**config.mk**
```make
export PLATFORM = sky130hd
export DESIGN_NAME = tx_serial_param
export DESIGN_NICKNAME = d
export VERILOG_FILES = /design/src/rtl/tx_serial_pkg.sv /design/src/rtl/tx_baud_gen.sv /design/src/rtl/tx_serial_param.sv
export SDC_FILE = /design/constraint.sdc
export NUM_CORES = 1
export LEC_CHECK = 0
export ABC_AREA = 1
export ABC_CLOCK_PERIOD_IN_PS = 1750
export CELL_PAD_IN_SITES_DETAIL_PLACEMENT = 0
export CELL_PAD_IN_SITES_GLOBAL_PLACEMENT = 1
export CORE_MARGIN = 5
export CORE_UTILIZATION = 39
export CTS_CLUSTER_DIAMETER = 200
export DETAILED_ROUTE_END_ITERATION = 8
export PLACE_DENSITY = 0.9
export RECOVER_POWER = 50
export SYNTH_ARGS = -nofsm -noshare
export SYNTH_HDL_FRONTEND = slang
export SYNTH_SLANG_ARGS = --single-unit
```
**constraint.sdc**
```tcl
create_clock -name clk_i -period 1.75 [get_ports clk_i]
set_input_delay 0.4375 -clock clk_i [delete_from_list [all_inputs] [get_ports clk_i]]
set_output_delay 0.4375 -clock clk_i [all_outputs]
set_load 0.01 [all_outputs]
```
**src/rtl/tx_serial_pkg.sv**
```systemverilog
`default_nettype none
// ============================================================================
// Module   : tx_serial_pkg
// Brief    : Shared types, state encodings and parity helper for tx_serial_param.
// Revision : 1.0
// ============================================================================
package tx_serial_pkg;

    typedef enum logic [2:0] {
        IDLE,
        START,
        DATA,
        PARITY,
        STOP
    } tx_state_t;

    typedef enum logic [1:0] {
        PAR_NONE,
        PAR_EVEN,
        PAR_ODD
    } parity_t;

    localparam logic [2:0] c_st_idle   = 3'd0;
    localparam logic [2:0] c_st_start  = 3'd1;
    localparam logic [2:0] c_st_data   = 3'd2;
    localparam logic [2:0] c_st_parity = 3'd3;
    localparam logic [2:0] c_st_stop   = 3'd4;

    // Unused upper bits must be zero; odd parity is the inverse of the XOR.
    function automatic logic calc_parity(input logic [31:0] word, input parity_t mode);
        return (^word) ^ (mode == PAR_ODD);
    endfunction

endpackage
`default_nettype wire

```
**src/rtl/tx_baud_gen.sv**
```systemverilog
`default_nettype none
// ============================================================================
// Module   : tx_baud_gen
// Brief    : Bit-period counter; tick_o marks the last clock of each bit.
// Revision : 1.0
// ============================================================================
module tx_baud_gen #(
    parameter int CLKS_PER_BIT = 16
) (
    input  logic clk_i,
    input  logic rst_i,
    input  logic clr_i,
    output logic tick_o
);

    localparam int                 c_cnt_w    = $clog2(CLKS_PER_BIT);
    localparam logic [c_cnt_w-1:0] c_cnt_last = c_cnt_w'(CLKS_PER_BIT - 1);

    generate
        if (CLKS_PER_BIT < 2) begin : g_bad_cpb
            $error("tx_baud_gen: CLKS_PER_BIT must be at least 2");
        end
    endgenerate

    logic [c_cnt_w-1:0] cnt_q;
    logic [c_cnt_w-1:0] cnt_d;

    always_comb begin
        cnt_d = cnt_q + 1'b1;
        if (clr_i || (cnt_q == c_cnt_last)) begin
            cnt_d = '0;
        end
    end

    always_ff @(posedge clk_i) begin
        if (!rst_i) begin
            cnt_q <= '0;
        end else begin
            cnt_q <= cnt_d;
        end
    end

    assign tick_o = (cnt_q == c_cnt_last);

endmodule
`default_nettype wire

```
**src/rtl/tx_serial_param.sv**
```systemverilog
`default_nettype none
// ============================================================================
// Module   : tx_serial_param
// Brief    : Parametrised serial transmitter (start, data, parity, stop bits).
// Revision : 1.0
// ============================================================================
module tx_serial_param
    import tx_serial_pkg::*;
#(
    parameter int      DATA_W       = 9,
    parameter int      CLKS_PER_BIT = 16,
    parameter parity_t PARITY       = PAR_NONE,
    parameter int      STOP_BITS    = 1,
    parameter bit      LSB_FIRST    = 1'b1
) (
    input  logic              clk_i,
    input  logic              rst_i,
    input  logic [DATA_W-1:0] data_i,
    input  logic              valid_i,
    output logic              ready_o,
    output logic              tx_o,
    output logic              busy_o,
    output logic              done_o
);

    localparam int                 c_bit_w     = $clog2(DATA_W + 1);
    localparam logic [c_bit_w-1:0] c_last_data = c_bit_w'(DATA_W - 1);
    localparam logic [c_bit_w-1:0] c_last_stop = c_bit_w'(STOP_BITS - 1);
    localparam bit                 c_has_par   = (PARITY != PAR_NONE);

    generate
        if ((DATA_W < 1) || (DATA_W > 32)) begin : g_bad_data_w
            $error("tx_serial_param: DATA_W must be in 1..32");
        end
        if ((STOP_BITS != 1) && (STOP_BITS != 2)) begin : g_bad_stop_bits
            $error("tx_serial_param: STOP_BITS must be 1 or 2");
        end
        if (CLKS_PER_BIT < 2) begin : g_bad_cpb
            $error("tx_serial_param: CLKS_PER_BIT must be at least 2");
        end
    endgenerate

    logic [2:0]         state_q,   state_d;
    logic [DATA_W-1:0]  shift_q,   shift_d;
    logic [c_bit_w-1:0] bit_cnt_q, bit_cnt_d;
    logic               par_q,     par_d;
    logic               tx_q,      tx_d;
    logic               ready_q,   ready_d;
    logic               busy_q,    busy_d;
    logic               done_q,    done_d;
    logic               w_tick;
    logic               w_state_chg;
    logic               w_baud_clr;

    tx_baud_gen #(
        .CLKS_PER_BIT (CLKS_PER_BIT)
    ) u_baud (
        .clk_i  (clk_i),
        .rst_i  (rst_i),
        .clr_i  (w_baud_clr),
        .tick_o (w_tick)
    );

    always_comb begin
        state_d   = state_q;
        shift_d   = shift_q;
        bit_cnt_d = bit_cnt_q;
        par_d     = par_q;
        done_d    = 1'b0;

        case (state_q)
            c_st_idle: begin
                if (valid_i) begin
                    state_d = c_st_start;
                    shift_d = data_i;
                    par_d   = calc_parity(32'(data_i), PARITY);
                end
            end
            c_st_start: begin
                if (w_tick) begin
                    state_d = c_st_data;
                end
            end
            c_st_data: begin
                if (w_tick) begin
                    shift_d   = LSB_FIRST ? (shift_q >> 1) : (shift_q << 1);
                    bit_cnt_d = bit_cnt_q + 1'b1;
                    if (bit_cnt_q == c_last_data) begin
                        state_d = c_has_par ? c_st_parity : c_st_stop;
                    end
                end
            end
            c_st_parity: begin
                if (w_tick) begin
                    state_d = c_st_stop;
                end
            end
            c_st_stop: begin
                if (w_tick) begin
                    bit_cnt_d = bit_cnt_q + 1'b1;
                    if (bit_cnt_q == c_last_stop) begin
                        state_d = c_st_idle;
                        done_d  = 1'b1;
                    end
                end
            end
            default: begin
                state_d = c_st_idle;
            end
        endcase

        w_state_chg = (state_d != state_q);
        if (w_state_chg) begin
            bit_cnt_d = '0;
        end
        w_baud_clr = w_state_chg || (state_q == c_st_idle);
    end

    // Outputs are decoded from next-state values so they change on the same edge as the state.
    always_comb begin
        case (state_d)
            c_st_start:  tx_d = 1'b0;
            c_st_data:   tx_d = LSB_FIRST ? shift_d[0] : shift_d[DATA_W-1];
            c_st_parity: tx_d = par_d;
            default:     tx_d = 1'b1;
        endcase
        ready_d = (state_d == c_st_idle);
        busy_d  = (state_d != c_st_idle);
    end

    always_ff @(posedge clk_i) begin
        if (!rst_i) begin
            state_q   <= c_st_idle;
            shift_q   <= '0;
            bit_cnt_q <= '0;
            par_q     <= 1'b0;
            tx_q      <= 1'b1;
            ready_q   <= 1'b1;
            busy_q    <= 1'b0;
            done_q    <= 1'b0;
        end else begin
            state_q   <= state_d;
            shift_q   <= shift_d;
            bit_cnt_q <= bit_cnt_d;
            par_q     <= par_d;
            tx_q      <= tx_d;
            ready_q   <= ready_d;
            busy_q    <= busy_d;
            done_q    <= done_d;
        end
    end

    assign tx_o    = tx_q;
    assign ready_o = ready_q;
    assign busy_o  = busy_q;
    assign done_o  = done_q;

endmodule
`default_nettype wire

```
**Word-level counts from Yosys, hierarchy flattened**

Cells that the tools add are included.

- Add/subtract/negate cells: 2
- Equal/unequal tests: 12
- Muxes and demuxes: 15
- Bitwise logic cells: 1
- Reductions and logical operators: 14

Operators by type and width:

| operator | number |
|---|---|
| $reduce_xor A32 Y1 | 1 |
| $mux W3 | 7 |
| $mux W9 | 2 |
| $pmux W9 S2 | 1 |
| $pmux W3 S5 | 1 |
| $eq A3 B2 Y1 const B | 4 |
| $add A4 B1 Y4 const B | 2 |
| $eq A4 B4 Y1 const B | 2 |
| $eq A3 B1 Y1 const B | 2 |
| $logic_not A3 Y1 | 2 |
| $reduce_and A3 Y1 | 2 |
| $reduce_or A2 Y1 | 3 |
| $logic_not A4 Y1 | 1 |
| $eq A3 B3 Y1 const B | 1 |
| $mux W1 | 3 |
| $ne A3 B3 Y1 | 1 |
| $pmux W1 S3 | 1 |
| $reduce_bool A3 Y1 | 1 |
| $logic_or A1 B1 Y1 | 2 |
| $ne A2 B1 Y1 const B | 1 |
| $ne A2 B2 Y1 const B | 1 |
| $reduce_and A2 Y1 | 1 |
| $reduce_bool A2 Y1 | 1 |
| $not A1 Y1 | 1 |

- Flip-flop bits (word level): 25
- Input bits: 12
- Output and inout port bits: 4
- Word-level logic and storage cells: 54

**Logic depth before layout (Yosys ltp)**

- Depth in word-level cells: 8
- Gate-level depth with buffers: 12

**Hierarchy**

From an unflattened synthesis, not the netlist that was laid out.

- Cells, all modules: 203
- Area, all modules: 1361.3 um^2

By module, submodules not included:

| module | instances | cells each | area each (um^2) |
|---|---|---|---|
| tx_serial_param | 1 | 183 | 1191.1 |
| tx_baud_gen | 1 | 20 | 170.2 |

**Worst setup path after synthesis**

Ideal clock, no wire load.

- Path kind: register to register
- From: register u_baud.cnt_q[0]
- To: register tx_q, in the netlist tx_o
- Data arrival time: 1.279 ns
- Data required time: 1.627 ns
- Setup slack: 0.348 ns
- Stages on the path, launching flop included: 10
- Buffers on the path: 0
- Path through: dfxtp_1 ha_1 nand3_4 nor2_4 nor3_1 o21ai_2 nand2_1 nor2_1 nor2_1 nand3_1

- Longest elaborated chain between the ends: 5

Ends and longest elaborated chain:

| element | line | text |
|---|---|---|
| start, declared | tx_baud_gen.sv:25 | `logic [c_cnt_w-1:0] cnt_q;` |
| start signal, assigned | tx_baud_gen.sv:39 | `cnt_q <= cnt_d;` |
| $eq A4 B4 Y1 * | tx_baud_gen.sv:43 | `assign tick_o = (cnt_q == c_cnt_last);` |
| $mux W3 (on tied branches) | -- |  |
| $pmux W3 S5 | tx_serial_param.sv:71 | `case (state_q)` |
| $eq A3 B2 Y1 / $eq A3 B1 Y1 (equally long branches) | tx_serial_param.sv:121 | `case (state_d)` |
| $pmux W1 S3 * | tx_serial_param.sv:121 |  |
| end signal, assigned | tx_serial_param.sv:146 | `tx_q <= tx_d;` |
| end, declared | tx_serial_param.sv:47 | `logic tx_q, tx_d;` |

Mark *: on every way between the ends. The rest lies on a longest branch, timed or not. The select of a mux whose other input is x is not followed.
A chain may end at the register's enable or synchronous reset.

**Worst setup path after layout**

- From: register done_q, in the netlist done_o
- To: output port done_o

RTL lines:

| element | line | text |
|---|---|---|
| start, declared | tx_serial_param.sv:50 | `logic done_q, done_d;` |
| start signal, assigned | tx_serial_param.sv:149 | `done_q <= done_d;` |
| end, declared | tx_serial_param.sv:23 | `output logic done_o` |

No word-level cell between the ends.

==> results.md <==
* Layout cells sized above 1 at 0.1635
* CTS tree: built
* Total CTS buffers at 3
* Avg Cell Area, Syn at 7.128 um^2
* Yosys warning count at 0
* Num rows at 21
* Worst Path Arrival at 1.17 ns
* CP Class: reg -> out
* Finished Core Util at 0.4773
* CTS root buffer: clkbuf_4
* Post-Syn Instances at 185
* GP Congestion at 0.8316
* Top-count cell post-synth: nand2_1
* First-pass GRT wire length at 4.119 mm
* Dominant cell type by area after synthesis: dfxtp_1
* Bufs on Longest Clock Path at 2
* Sequential-to-total area share from yosys stat at 0.3795
* Routed wire length at 2.404 mm
* Antenna Nets Post-Route at 0
* Register bit count reported by yosys at 25
* Net Switching at 0.0002763 W
* RSZ-0062 raised after global routing: false
* Worst Clk Skew at 0.007759 ns
* Status: completed
* Area share of the leading cell type in the synthesized netlist at 0.3795
* Top area cells in the synthesized netlist: dfxtp_1 38%, nand2_1 18%, nand3_1 5.7%
* Combinational share of power at 0.175
* Die Y at 68.15 um
* Worst setup SP type: flip-flop
* Total power at 0.001043 W
* Area of the multi-input gates at 708.2 um^2
* Initial antenna violation count at 0
* Slowest CP cell: clkdlybuf4s50_1
* Area growth syn-to-layout at 19.83%
* Final setup viols at 0
* Critical Path RT at 1.31 ns
* DIE WIDTH at 68.15 um
* Worst setup EP type: primary output
* Clk_lat worst skew at 0.31 ns
* Post CTS Setup Buffer Count at 0
* Die footprint at 4644 um^2
* Mapped cell area at 1319 um^2
* Sw frac at 0.2649
* Detailed-route via count at 1176
* H-tree lvl count at 1
* Register area at 500.5 um^2
* Clock power frac at 0.243
* Buffers on Ports at 15
* Flop pwr share at 0.583
* # DRC at 0
* NumNets Final at 224
* Max_slew headroom at 0.7942
* Top delay family on crit path: buffers and inverters
* Internal power at 0.0007668 W
* Final Slew Violations at 0
* VDD IR-drop max at 0.2798 mV
* Max Cap Viol at 0
* Crit path cell chain: clkdlybuf4s50_1
* CP peak stage delay at 0.52 ns
* Max Freq at 623.5 MHz
* Worst path bufs/invs at 1
* First-pass iteration count of the detailed router at 5
* Yosys cell types at 30
* Final min period at 1.604 ns
* Most frequent cells after synthesis: 63 x nand2_1, 25 x dfxtp_1, 16 x inv_1
* DR vias/cell at 4.630
* CTS sink cnt at 25
* Initial core utilization at 0.3983
* Largest net degree at the start of global routing at 15
* Mean routed wirelength per cell at 9.465 um
* Worst Max-Slew Pin Slew at 0.3059 ns
* Filler instances at 347
* Gr ovfl total at 0
* CTS Hold Buffers Added at 0
* Endpoints failing hold at 0
* HP Class: reg -> reg
* Pleak at 0.6853 nW
* ANT cells at 0
* Boundary Pins at 16
* Worst-path fanout max at 1
* CTS clk-pin slew, worst paths at 0.14 ns
* Starting DRT DRC Count at 21
* Post-CTS Resized at 0
* Core ar. at 3311 um^2
* Post-synth top flop: dfxtp_1
* DP Wirelength at 1.935 mm
* Async SR Flop Fraction at 0
* Total track usage at 0.1135
* Number of synthesized flops with an enable pin at 0
* Syn nets at 200
* Vias in the first global route at 1035
* Pwr Density at 660.1 nW/um^2
* Fin crit share at 0.9164
[metal layers]
layer	part of all wire	wire length (um)	vias up	GRT usage
li1	-	-	635	-
met1	0.47	1128	504	0.1406
met2	0.46	1108	27	0.1974
met3	0.049	118	10	0.01478
met4	0.020	49	0	0.04467
met5	0	0	-	0
[placed cells by master, fill, tap and decap left out, drive strengths merged]
cell type / n
nand3: 18
inv: 24
clkinv: 1
a21o: 1
nor3b: 1
nor2: 19
nor3: 3
a21oi: 4
or2: 1
ha: 3
a31oi: 7
nand2: 66
xnor2: 1
clkdlybuf4s50: 14
o21ai: 5
nand4: 1
xor2: 3
clkbuf: 5
buf: 4
dlygate4sd3: 1
nor4: 1
dfxtp: 25
[final cells by class]
type,count,share of cell area
flip-flops and latches,25,0.3167
inverters,24,0.06017
clock buffers,3,0.01425
clock inverters,1,0.003167
repair buffers,21,0.1211
well taps,46,0.03642
multi-input cells,134,0.4481
[power by group through the flow]
stage,clock network (W),registers [W],logic (W)
4_1_cts,0.000270,0.000608,0.000188
2_1_floorplan,0,0.000621,0.000112
6_report,0.000253,0.000608,0.000182
5_1_grt,0.000290,0.000611,0.000205
3_3_place_gp,0,0.000620,0.000187
3_5_place_dp,0,0.000621,0.000187
[flip-flops by register name, summed over array words and instances (netlist names), 3 cells and up]
name          flops
shift_q           9
state_q           3
bit_cnt_q         4
u_baud.cnt_q      4
[kinds of logic (layout without fill, tap and decap cells)]
logic type | Yosys count | in the layout | share of synthesized area
fa+ha+maj | 3 | 3 | 0.02847
buf+inv | 26 | 49 | 0.08349
flops | 25 | 25 | 0.3795
simple gates | 110 | 110 | 0.3975
compound gates | 17 | 17 | 0.08444
xor+xnor | 4 | 4 | 0.02657
[worst paths after layout]
kind / startpoint / to / slack, ns / cells past startpoint
setup / recovery: done_o / done_o / 0.15 / 1
setup reg to reg: u_baud.cnt_q[0] / bit_cnt_q[0] / 0.20 / 10
hold reg to reg: u_baud.cnt_q[0] / u_baud.cnt_q[0] / 0.47 / 1
hold / removal: u_baud.cnt_q[0] / u_baud.cnt_q[0] / 0.47 / 1
[per-stage QoR]
step | area, um^2 | std cells | hold slack (ns) | worst slack, ns | TNS (ns)
final | 1580 | 254 | 0.4667 | 0.1462 | 0
after global routing | 1580 | 254 | 0.4947 | 0.03926 | 0
after CTS | 1584 | 254 | 0.4722 | 0.1225 | 0
after detailed placement | 1556 | 250 | 0.4516 | -0.005360 | -0.005360
after global placement | 1556 | 250 | 0.4288 | -0.003429 | -0.003429
after floorplan | 1319 | 185 | 0.4176 | 0.3483 | 0
Power figures use the tool's default switching activity.
